### config.mk
export PLATFORM = sky130hd
export DESIGN_NAME = sprite_anim_rend
export DESIGN_NICKNAME = d
export VERILOG_FILES = /design/src/rtl/sprite_pkg.sv /design/src/rtl/sprite_anim_ctr.sv /design/src/rtl/sprite_anim_rend.sv
export SDC_FILE = /design/constraint.sdc
export NUM_CORES = 1
export LEC_CHECK = 0
export ABC_AREA = 1
export BUFFER_PORTS_ARGS = -buffer_cell sky130_fd_sc_hd__buf_4
export CORE_MARGIN = 2
export CORE_UTILIZATION = 50
export DETAILED_ROUTE_END_ITERATION = 12
export GPL_TIMING_DRIVEN = 0
export PLACE_DENSITY = 0.8
export SETUP_SLACK_MARGIN = 0.5
export SYNTH_ARGS = -nofsm -noshare
export SYNTH_HDL_FRONTEND = slang
export SYNTH_SLANG_ARGS = --single-unit
### constraint.sdc
create_clock -name clk -period 6.03 [get_ports clk]
set_clock_uncertainty 0.2 [all_clocks]
set_input_delay 0 -clock clk [delete_from_list [all_inputs] [get_ports clk]]
set_output_delay 0 -clock clk [all_outputs]
set_load 0.02 [all_outputs]
### src/rtl/sprite_pkg.sv
// rtl/sprite_pkg.sv - shared sprite renderer defaults and colour word type
package sprite_pkg;

  localparam int SPR_W_DEF   = 16;
  localparam int SPR_H_DEF   = 16;
  localparam int COLOR_W_DEF = 8;
  localparam logic [3*COLOR_W_DEF-1:0] TRANSP_DEF = 24'hFFFFFF;

  typedef struct packed {
    logic [COLOR_W_DEF-1:0] r;
    logic [COLOR_W_DEF-1:0] g;
    logic [COLOR_W_DEF-1:0] b;
  } rgb_t;

endpackage

### src/rtl/sprite_anim_ctr.sv
// rtl/sprite_anim_ctr.sv - animation frame counter stepped by vertical-blank pulses
module sprite_anim_ctr #(
  parameter int NUM_FRAMES = 4,
  parameter int FW         = (NUM_FRAMES > 1) ? $clog2(NUM_FRAMES) : 1
) (
  input  logic          clk,
  input  logic          reset_n,
  input  logic          frame_start_i,
  input  logic          anim_en_i,
  input  logic [7:0]    anim_div_i,
  output logic [FW-1:0] frame_idx_o
);

  logic [7:0]    tick_q,  tick_d;
  logic [FW-1:0] frame_q, frame_d;

  // Equality (not >=) keeps a lowered divider from stepping early; tick wraps at 255.
  always_comb begin
    tick_d  = tick_q;
    frame_d = frame_q;
    if (frame_start_i && anim_en_i) begin
      if (tick_q == anim_div_i) begin
        tick_d  = '0;
        frame_d = (frame_q == FW'(NUM_FRAMES - 1)) ? '0 : frame_q + 1'b1;
      end else begin
        tick_d = tick_q + 8'd1;
      end
    end
  end

  always_ff @(posedge clk or negedge reset_n) begin
    if (!reset_n) begin
      tick_q  <= '0;
      frame_q <= '0;
    end else begin
      tick_q  <= tick_d;
      frame_q <= frame_d;
    end
  end

  assign frame_idx_o = frame_q;

endmodule

### src/rtl/sprite_anim_rend.sv
// rtl/sprite_anim_rend.sv - animated sprite renderer: hit test, ROM address, colour pipeline
module sprite_anim_rend
  import sprite_pkg::*;
#(
  parameter int SPR_W      = SPR_W_DEF,
  parameter int SPR_H      = SPR_H_DEF,
  parameter int NUM_FRAMES = 4,
  parameter int ROM_LAT    = 1,
  parameter int COLOR_W    = COLOR_W_DEF,
  parameter logic [3*COLOR_W-1:0] TRANSP = TRANSP_DEF
) (
  input  logic                                        clk,
  input  logic                                        reset_n,
  input  logic [9:0]                                  x,
  input  logic [8:0]                                  y,
  input  logic [9:0]                                  pos_x,
  input  logic [8:0]                                  pos_y,
  input  logic                                        frame_start,
  input  logic                                        anim_en,
  input  logic [7:0]                                  anim_div,
  input  logic                                        flip_h,
  output logic [$clog2(NUM_FRAMES*SPR_W*SPR_H)-1:0]   rom_addr,
  input  logic [3*COLOR_W-1:0]                        rom_data,
  output logic                                        pix,
  output logic [COLOR_W-1:0]                          r,
  output logic [COLOR_W-1:0]                          g,
  output logic [COLOR_W-1:0]                          b
);

  localparam int AW = $clog2(NUM_FRAMES * SPR_W * SPR_H);
  localparam int FW = (NUM_FRAMES > 1) ? $clog2(NUM_FRAMES) : 1;

  logic [FW-1:0] frame_idx;

  sprite_anim_ctr #(
    .NUM_FRAMES (NUM_FRAMES),
    .FW         (FW)
  ) u_anim_ctr (
    .clk           (clk),
    .reset_n       (reset_n),
    .frame_start_i (frame_start),
    .anim_en_i     (anim_en),
    .anim_div_i    (anim_div),
    .frame_idx_o   (frame_idx)
  );

  // Shadow origin/flip change only at vertical blank so a frame never tears.
  logic [9:0] sx0_q;
  logic [8:0] sy0_q;
  logic       flip_q;

  always_ff @(posedge clk or negedge reset_n) begin
    if (!reset_n) begin
      sx0_q  <= '0;
      sy0_q  <= '0;
      flip_q <= 1'b0;
    end else if (frame_start) begin
      sx0_q  <= pos_x;
      sy0_q  <= pos_y;
      flip_q <= flip_h;
    end
  end

  // Widened end bounds clip at the screen edge instead of wrapping to column/row 0.
  logic [10:0]   x_end;
  logic [9:0]    y_end;
  logic          hit;
  logic [9:0]    ox;
  logic [8:0]    oy;
  logic [9:0]    col;
  logic [AW-1:0] addr_d;

  always_comb begin
    x_end  = {1'b0, sx0_q} + 11'(SPR_W);
    y_end  = {1'b0, sy0_q} + 10'(SPR_H);
    hit    = (x >= sx0_q) && ({1'b0, x} < x_end) &&
             (y >= sy0_q) && ({1'b0, y} < y_end);
    ox     = x - sx0_q;
    oy     = y - sy0_q;
    col    = flip_q ? (10'(SPR_W - 1) - ox) : ox;
    addr_d = '0;
    if (hit) begin
      addr_d = AW'(frame_idx) * AW'(SPR_W * SPR_H) + AW'(oy) * AW'(SPR_W) + AW'(col);
    end
  end

  logic [AW-1:0]      rom_addr_q;
  logic               hit_q;
  logic [ROM_LAT-1:0] vld_q;

  always_ff @(posedge clk or negedge reset_n) begin
    if (!reset_n) begin
      rom_addr_q <= '0;
      hit_q      <= 1'b0;
      vld_q      <= '0;
    end else begin
      rom_addr_q <= addr_d;
      hit_q      <= hit;
      vld_q[0]   <= hit_q;
      for (int i = 1; i < ROM_LAT; i++) begin
        vld_q[i] <= vld_q[i-1];
      end
    end
  end

  assign rom_addr = rom_addr_q;

  // vld_q's last stage lines up with the ROM word fetched for the same pixel.
  logic               pix_d;
  logic               pix_q;
  logic [COLOR_W-1:0] r_q, g_q, b_q;

  assign pix_d = vld_q[ROM_LAT-1] && (rom_data != TRANSP);

  always_ff @(posedge clk or negedge reset_n) begin
    if (!reset_n) begin
      pix_q <= 1'b0;
      r_q   <= '0;
      g_q   <= '0;
      b_q   <= '0;
    end else begin
      pix_q <= pix_d;
      r_q   <= pix_d ? rom_data[3*COLOR_W-1:2*COLOR_W] : '0;
      g_q   <= pix_d ? rom_data[2*COLOR_W-1:COLOR_W]   : '0;
      b_q   <= pix_d ? rom_data[COLOR_W-1:0]           : '0;
    end
  end

  assign pix = pix_q;
  assign r   = r_q;
  assign g   = g_q;
  assign b   = b_q;

endmodule

==> results of run 1 <==
-- logic make-up (layout without fill, tap and decap cells) --
logic type,count (synthesis),after routing,share of synthesized area (%)
mux,2,2,0.5054
flops,67,67,37.63
fa+ha+maj,47,47,13.87
compound gates,59,59,7.133
xor+xnor,27,27,5.729
buf+inv,112,287,9.688
simple gates,248,248,25.44
-- metrics by stage --
stage / cells / utilization, % / worst slack, ns
after CTS: 845 / 70.98 / 2.116
after floorplan: 562 / - / 2.573
after global placement: 779 / 62.33 / 2.294
after global routing: 845 / 70.98 / 1.801
after detailed placement: 779 / 62.33 / 2.145
final: 845 / 70.98 / 2.130
-- area by class of cell --
type	count	area, um2
Fill cell	656	2519
Multi-Input combinational cell	383	2347
Sequential cell	67	1677
Timing Repair Buffer	159	1319
Inverter	104	390.4
Clock buffer	10	137.6
Tap cell	108	135.1
Clock inverter	6	112.6
Buffer	8	41.29
-- repair_timing --
item,CTS,global route
hold endpoints to repair,117,0
hold buffers,50,0
setup endpoints to repair,0,0
-- cell usage after synthesis --
| library cell | count |
|---|---|
| nor3_1 | 4 |
| nand3_1 | 26 |
| mux2_2 | 2 |
| and3_1 | 1 |
| o21bai_1 | 1 |
| nand4_2 | 1 |
| nand3b_1 | 1 |
| o21ai_1 | 5 |
| xor2_1 | 10 |
| dfrtp_1 | 67 |
| or2_2 | 3 |
| nand4_1 | 10 |
| nand2_4 | 1 |
| o21ai_0 | 29 |
| a21oi_2 | 1 |
| buf_6 | 1 |
| o211ai_1 | 1 |
| nor4_2 | 1 |
| nand2b_1 | 1 |
| buf_2 | 3 |
| fa_1 | 4 |
| nand2_1 | 116 |
| nor2_1 | 53 |
| clkbuf_1 | 4 |
| nand3_4 | 1 |
| nand2_2 | 11 |
| inv_1 | 104 |
| nor2_2 | 11 |
| ha_1 | 43 |
| or2_1 | 1 |
| nand3_2 | 3 |
| o21a_1 | 3 |
| nor3b_1 | 1 |
| o21bai_2 | 1 |
| xnor2_1 | 16 |
| a21oi_1 | 18 |
| nor4_1 | 2 |
| xor2_4 | 1 |
-- final timing paths --
kind / slack, ns / end
setup / recovery: 2.13 / rom_addr[9]
hold / removal: 0.03 / rom_addr[0]
setup reg to reg: 2.13 / rom_addr[9]
hold reg to reg: 0.15 / vld_q
max in group asynchronous: 4.96 / u_anim_ctr.frame_idx_o[0]
min in group asynchronous: 0.10 / u_anim_ctr.tick_q[2]
-- report_power, final --
group          internal [uW]  switching [uW]
clock network            287             176
logic                    277             363
registers                501            38.6
total                   1060             577
-- state kept, by name, indices dropped and copies added, names as in the netlist --
| signal | count |
|---|---|
| sy0_q | 9 |
| hit_q | 1 |
| u_anim_ctr.frame_idx_o | 2 |
| flip_q | 1 |
| vld_q | 1 |
| rom_addr | 10 |
| b | 8 |
| u_anim_ctr.tick_q | 8 |
| r | 8 |
| pix | 1 |
| sx0_q | 10 |
| g | 8 |
-- routing by layer --
metal  GRT usage (%)  routed length [um]  up-vias
met5               0                   0        -
met4           9.484                 323        0
met3           5.727                 724       35
met2           45.21                5975      161
met1           28.27                4587     1945
li1                -                   -     2100
-- worst register-to-register path, cell delays in order, from the launching register on --
cell	delay (ns)
dfrtp_1	0.38
ha_1	0.15
inv_1	0.05
fa_1	0.47
nand3_1	0.13
nand3_2	0.14
xor2_4	0.23
nor2_1	0.08
xnor2_1	0.18
ha_1	0.26
ha_1	0.22
fa_1	0.42
nand2_1	0.10
nand2_1	0.05
nand2_1	0.07
nand2_1	0.08
nand3_1	0.11
nand3_1	0.11
nand2_1	0.08
nand2_1	0.06
nand2_1	0.06
nand2_1	0.07
a21oi_2	0.14
==> results.cfg, run 1 <==
[run_status]
run_status = finished, final reports clean

[worst_setup_path]
ff2ff_path_depth = 22
r2r-start = sx0_q[0]
crit_type = flip-flop to flip-flop
crit_fanout = 4
crit_path_cell_trace = ha_1 -> inv_1 -> fa_1 -> nand3_1 -> nand3_2 -> xor2_4 -> nor2_1 -> xnor2_1 -> ha_1 -> ha_1 -> fa_1 -> nand2_1 -> nand2_1 -> nand2_1 -> nand2_1 -> nand3_1 -> nand3_1 -> nand2_1 -> nand2_1 -> nand2_1 -> nand2_1 -> a21oi_2
path_buf_inv = 1
critPathLaunch = sx0_q[0]
worst-path-stages = 22
worstPathRequired_ns = 6.10
path_delay_family = adder cells
crit_path_start_kind = flip-flop
critPathSlowestCell = fa_1
worstSetupEndpointType = flip-flop
path_common_cell = nand2_1
worstPathArrival_ns = 3.97
slowest_delay_ns = 0.47

[cells_and_area]
nNetsFinal = 854
final_cell_mix = 116 x nand2_1, 109 x buf_4, 104 x inv_1
layout-drive-gt1-share_pct = 22.52
layout_commonest_cell = nand2_1
syn_to_final_growth_pct = 38.25
fin_area_um2 = 6160
n_antenna_cell = 0

[clock_network]
htreeDepth = 3
clock_latency_ns = 0.35
cts_tree = done
cts_setup_buffers = 0
clock_path_buffers = 2
cts_resized = 0
clkSinkCount = 67
numCtsBuffers = 9
root_buffer = clkbuf_8
clk_pin_slew_worst_paths_ns = 0.07

[floorplan]
io_pins = 110
rows = 34
core_um2 = 8678
die_area_um2 = 9683
start_util_pct = 51.34
die_x_um = 98.40
dieHeight_um = 98.40

[timing]
worstMarginPinSlew_ns = 0.8520
rsz0062_at_grt = no
final-hold-violation-count = 0
period_share_pct = 64.68
setup_tns_ns = 0
setup_viol = 0
fin_crit_ns = 3.900
maxSlewViolCount = 0
relSlewSlack_pct = 43.20
fmax_ghz = 0.2564
hold_slack_ns = 0.03038

[pwr]
powerDensity_nw_per_um2 = 266.5
p_leak_uw = 0.003383
power_uw = 1642
ir_worst_vdd_v = 0.0001140

[route]
drc = 0
wirelength_um = 11610
firstDrtPassIters = 4
viasPerCell = 5.019
wl_per_cell_um = 13.74
detail-route-antenna-nets = 0
vias = 4241
drtIter0Drc = 113

[grt]
grtUsageTotal_pct = 24.88
grt_pass1_wl_um = 19340
grt_antenna_before_repair = 0
grt_pass1_vias = 4378
grt_overflow = 0
grt_max_degree = 68

[synthesis]
synth.area.top_cells = dfrtp_1 38%, ha_1 12%, nand2_1 9.8%
syn_area_per_cell_um2 = 7.928
synth_area_leader_cell = dfrtp_1
syn_inst = 562
synth_top_cell_area_share_pct = 37.63
ys_ff_latch = 67
synth.distinct_cells = 38
synth_nets = 684
yosys_warnings = 0
synthesis.area_um2 = 4456
ys_seq_area_share_pct = 37.63

[hold_path]
hp-class = primary input to flip-flop
hold_start = x[0]
hold_depth = 5

[placement]
place.gp.congestion = 0.9056
dp_hpwl_um = 8270
io_buffers = 109
dpl_cell_area_um2 = 5409

[flow_run]
max_cap_violations = 0
Power figures use the tool's default switching activity.
==> run 2: changes to the inputs <==
--- a/config.mk
+++ b/config.mk
@@ -5,13 +5,13 @@
 export SDC_FILE = /design/constraint.sdc
 export NUM_CORES = 1
 export LEC_CHECK = 0
-export ABC_AREA = 1
+export ABC_AREA = 0
 export BUFFER_PORTS_ARGS = -buffer_cell sky130_fd_sc_hd__buf_4
 export CORE_MARGIN = 2
-export CORE_UTILIZATION = 50
+export CORE_UTILIZATION = 48
 export DETAILED_ROUTE_END_ITERATION = 12
 export GPL_TIMING_DRIVEN = 0
-export PLACE_DENSITY = 0.8
+export PLACE_DENSITY = 0.81
 export SETUP_SLACK_MARGIN = 0.5
 export SYNTH_ARGS = -nofsm -noshare
 export SYNTH_HDL_FRONTEND = slang
==> constraint.sdc (replaced) <==
create_clock -name clk -period 3.5 [get_ports clk]
set_clock_uncertainty 0.2 [all_clocks]
set_input_delay 0 -clock clk [delete_from_list [all_inputs] [get_ports clk]]
set_output_delay 0 -clock clk [all_outputs]
set_load 0.02 [all_outputs]
==> run 2 against run 1 <==
  * The run now ends with setup timing left
  * Via count decreased by 14%
  * Count of clock-buffer cells in the layout is the same
  * Synthesized cell count is 27% lower
  * Register-to-register slack got worse by 2.8 ns
  * Area after synthesis is 7.6% lower
  * Sequential cell count unchanged
  * Routed wire length down 9.7%
  * Core utilization grew 2.1 points
  * Highest routed layer unchanged
  * Sequential power grew 68%
  * Global-route usage decreased by 2.0 points
==> results.cfg, run 2 <==
[run_status]
run_status = finished, violations left
violations = setup timing

[timing]
fmax_ghz = 0.2414
maxSlewViolCount = 0
fin_crit_ns = 4.142
worstMarginPinSlew_ns = 0.8090
layout_setup_ws_ns = -0.6421
setup_viol = 1
hold_slack_ns = 0.01661
final-hold-violation-count = 0
period_share_pct = 118.3
relSlewSlack_pct = 46.07
rsz0062_at_grt = yes
setup_tns_ns = -0.6421

[synthesis]
synth-async-reset-ratio_pct = 100.0
yosys.area_share.adder_pct = 15.01
synth_top_cells_by_count = 67 x dfrtp_1, 43 x ha_1, 34 x xnor2_1
synth_area_leader_cell = dfrtp_1
synth_nets = 534
ys_ff_latch = 67
syn_inst = 412
synth.distinct_cells = 54
ys_seq_area_share_pct = 40.70
synthXorXnorAreaFrac_pct = 8.718
synth_edf_count = 0
synth_top_family_by_area = simple AND/OR/NAND/NOR gates
synthMuxAreaShare_pct = 1.367
synth_top_cell_area_share_pct = 40.70
synth-simple-area-share_pct = 16.52
synthesis.area_um2 = 4119
synth.area.top_cells = dfrtp_1 41%, ha_1 13%, xnor2_1 7.2%
yosys_warnings = 0
synthFlopType = dfrtp_1
yosysMostFrequentCell = dfrtp_1
synth_compound_area_share_pct = 13.55
syn_area_per_cell_um2 = 9.997

[route]
drtIter0Drc = 89
wirelength_um = 10490
wl_per_cell_um = 14.86
viasPerCell = 5.178
drc = 0
firstDrtPassIters = 4
detail-route-antenna-nets = 0
vias = 3656

[pwr]
power_uw = 2750
powerDensity_nw_per_um2 = 455.8
ir_worst_vdd_v = 0.0002509
p_leak_uw = 0.002911

[worst_setup_path]
slowest_delay_ns = 0.40
worstPathArrival_ns = 4.16
crit_path_cell_trace = ha_2 -> inv_2 -> fa_2 -> nand3_2 -> and2_4 -> xnor2_2 -> nand2_1 -> xnor2_1 -> ha_1 -> ha_2 -> fa_2 -> a21o_1 -> a21oi_2 -> xnor2_1 -> or3_1 -> a211oi_2 -> o21ai_0 -> nor3b_2
reg2reg_slack_ns = -0.64
crit_path_start_kind = flip-flop
worstSetupEndpointType = flip-flop
critPathSlowestCell = fa_2
r2r-start = sx0_q[0]
crit_type = flip-flop to flip-flop
worstSetupEndpoint = rom_addr[9]
critPathLaunch = sx0_q[0]
worstPathRequired_ns = 3.52
crit_fanout = 3
r2r_end = rom_addr[9]
ff2ff_path_depth = 18

[cells_and_area]
final_cell_mix = 119 x buf_4, 67 x dfrtp_1, 53 x dlygate4sd3_1
layout_commonest_cell = buf_4
nNetsFinal = 718
layout-drive-gt1-share_pct = 30.45
multi_input_area_um2 = 2406
num-fill-cells = 613
fin_area_um2 = 6035
n_antenna_cell = 0
syn_to_final_growth_pct = 46.51
ff_latch_area_um2 = 1677

[grt]
grt_antenna_before_repair = 0
grt_pass1_vias = 3821
grt_overflow = 0
grt_pass1_wl_um = 17550
grt.met3_usage_pct = 3.685
grt_max_degree = 68
globalRouteMet1Util_pct = 26.72
gr-max-usage-layer = met2
grtUsageTotal_pct = 22.88
grtUsageMet2_pct = 42.41

[clock_network]
clock_path_buffers = 2
clock_latency_ns = 0.34
htreeDepth = 3
root_buffer = clkbuf_8
numCtsBuffers = 9
clk_pin_slew_worst_paths_ns = 0.08
clkSinkCount = 67
cts_tree = done

[hold_path]
hold_start = anim_div[1]
hp-class = primary input to flip-flop

[placement]
place.gp.congestion = 0.8845
dp_hpwl_um = 7364
dpl_cell_area_um2 = 5154
io_buffers = 109
place_ws_ns = -0.7241

[floorplan]
die_x_um = 96.64
dieHeight_um = 96.64
io_pins = 110
start_util_pct = 49.88
rows = 33
die_area_um2 = 9338
core_um2 = 8258

[flow_run]
max_cap_violations = 0
==> run 2: how the worst min path moves through the flow <==
| stage | cells past startpoint | end |
|---|---|---|
| 4_1_cts | 7 | u_anim_ctr.tick_q[2] |
| 5_1_grt | 5 | u_anim_ctr.tick_q[4] |
| 3_5_place_dp | 1 | u_anim_ctr.tick_q[1] |
| 6_report | 5 | u_anim_ctr.tick_q[4] |
| 2_1_floorplan | 0 | b[0] |
| 3_3_place_gp | 1 | u_anim_ctr.tick_q[0] |
==> run 2: cells by family (layout without fill, tap and decap cells) <==
group                    Yosys count  count (layout)
AO/OA/AOI/OAI                     84              84
XOR/XNOR                          41              41
adder cells (fa/ha/maj)           47              47
buffers and inverters             40             229
flip-flops                        67              67
multiplexers                       5               5
AND/OR/NAND/NOR                  128             128
==> run 2: final cells by class <==
type / count / area share (%)
Multi-Input combinational cell: 305 / 39.87
Sequential cell: 67 / 27.78
Timing Repair Buffer: 173 / 23.78
Clock buffer: 10 / 2.281
Tap cell: 105 / 2.177
Inverter: 27 / 1.762
Buffer: 13 / 1.265
Clock inverter: 6 / 1.078
==> run 2: layer usage <==
layer	vias up	share of wire, %	wire (um)
li1	1797	-	-
met1	1730	42	4355
met2	114	52	5494
met3	15	4.4	462
met4	0	1.7	175
met5	-	0	0
==> run 2: critical path, delay by kind of cell, from the launching register on <==
kind	cells	cell delay [ns]
compound gates	4	0.69
buf+inv	1	0.04
fa+ha+maj	5	1.41
simple gates	5	0.86
flops	1	0.35
xor+xnor	3	0.45
==> run 2: stage by stage <==
step	instances	util [%]
floorplan	412	-
global placement	626	62.41
detailed placement	626	62.41
CTS	704	72.67
global route	706	73.08
finish	706	73.08
==> run 2: report_power, final <==
part           internal (uW)  total (uW)  switching [uW]
Clock                    348         649             301
Sequential               849         908            59.0
Combinational            633        1190             560
==> run 2: timing repair <==
| item | in CTS | in global routing |
|---|---|---|
| pin swaps | 15 | 5 |
| cloned | 0 | 0 |
| buffers inserted | 9 | 2 |
| endpoints found under the setup margin | 4 | 10 |
| hold buffers | 53 | 0 |
| resized for setup | 10 | 6 |
| hold endpoints to repair | 120 | 0 |
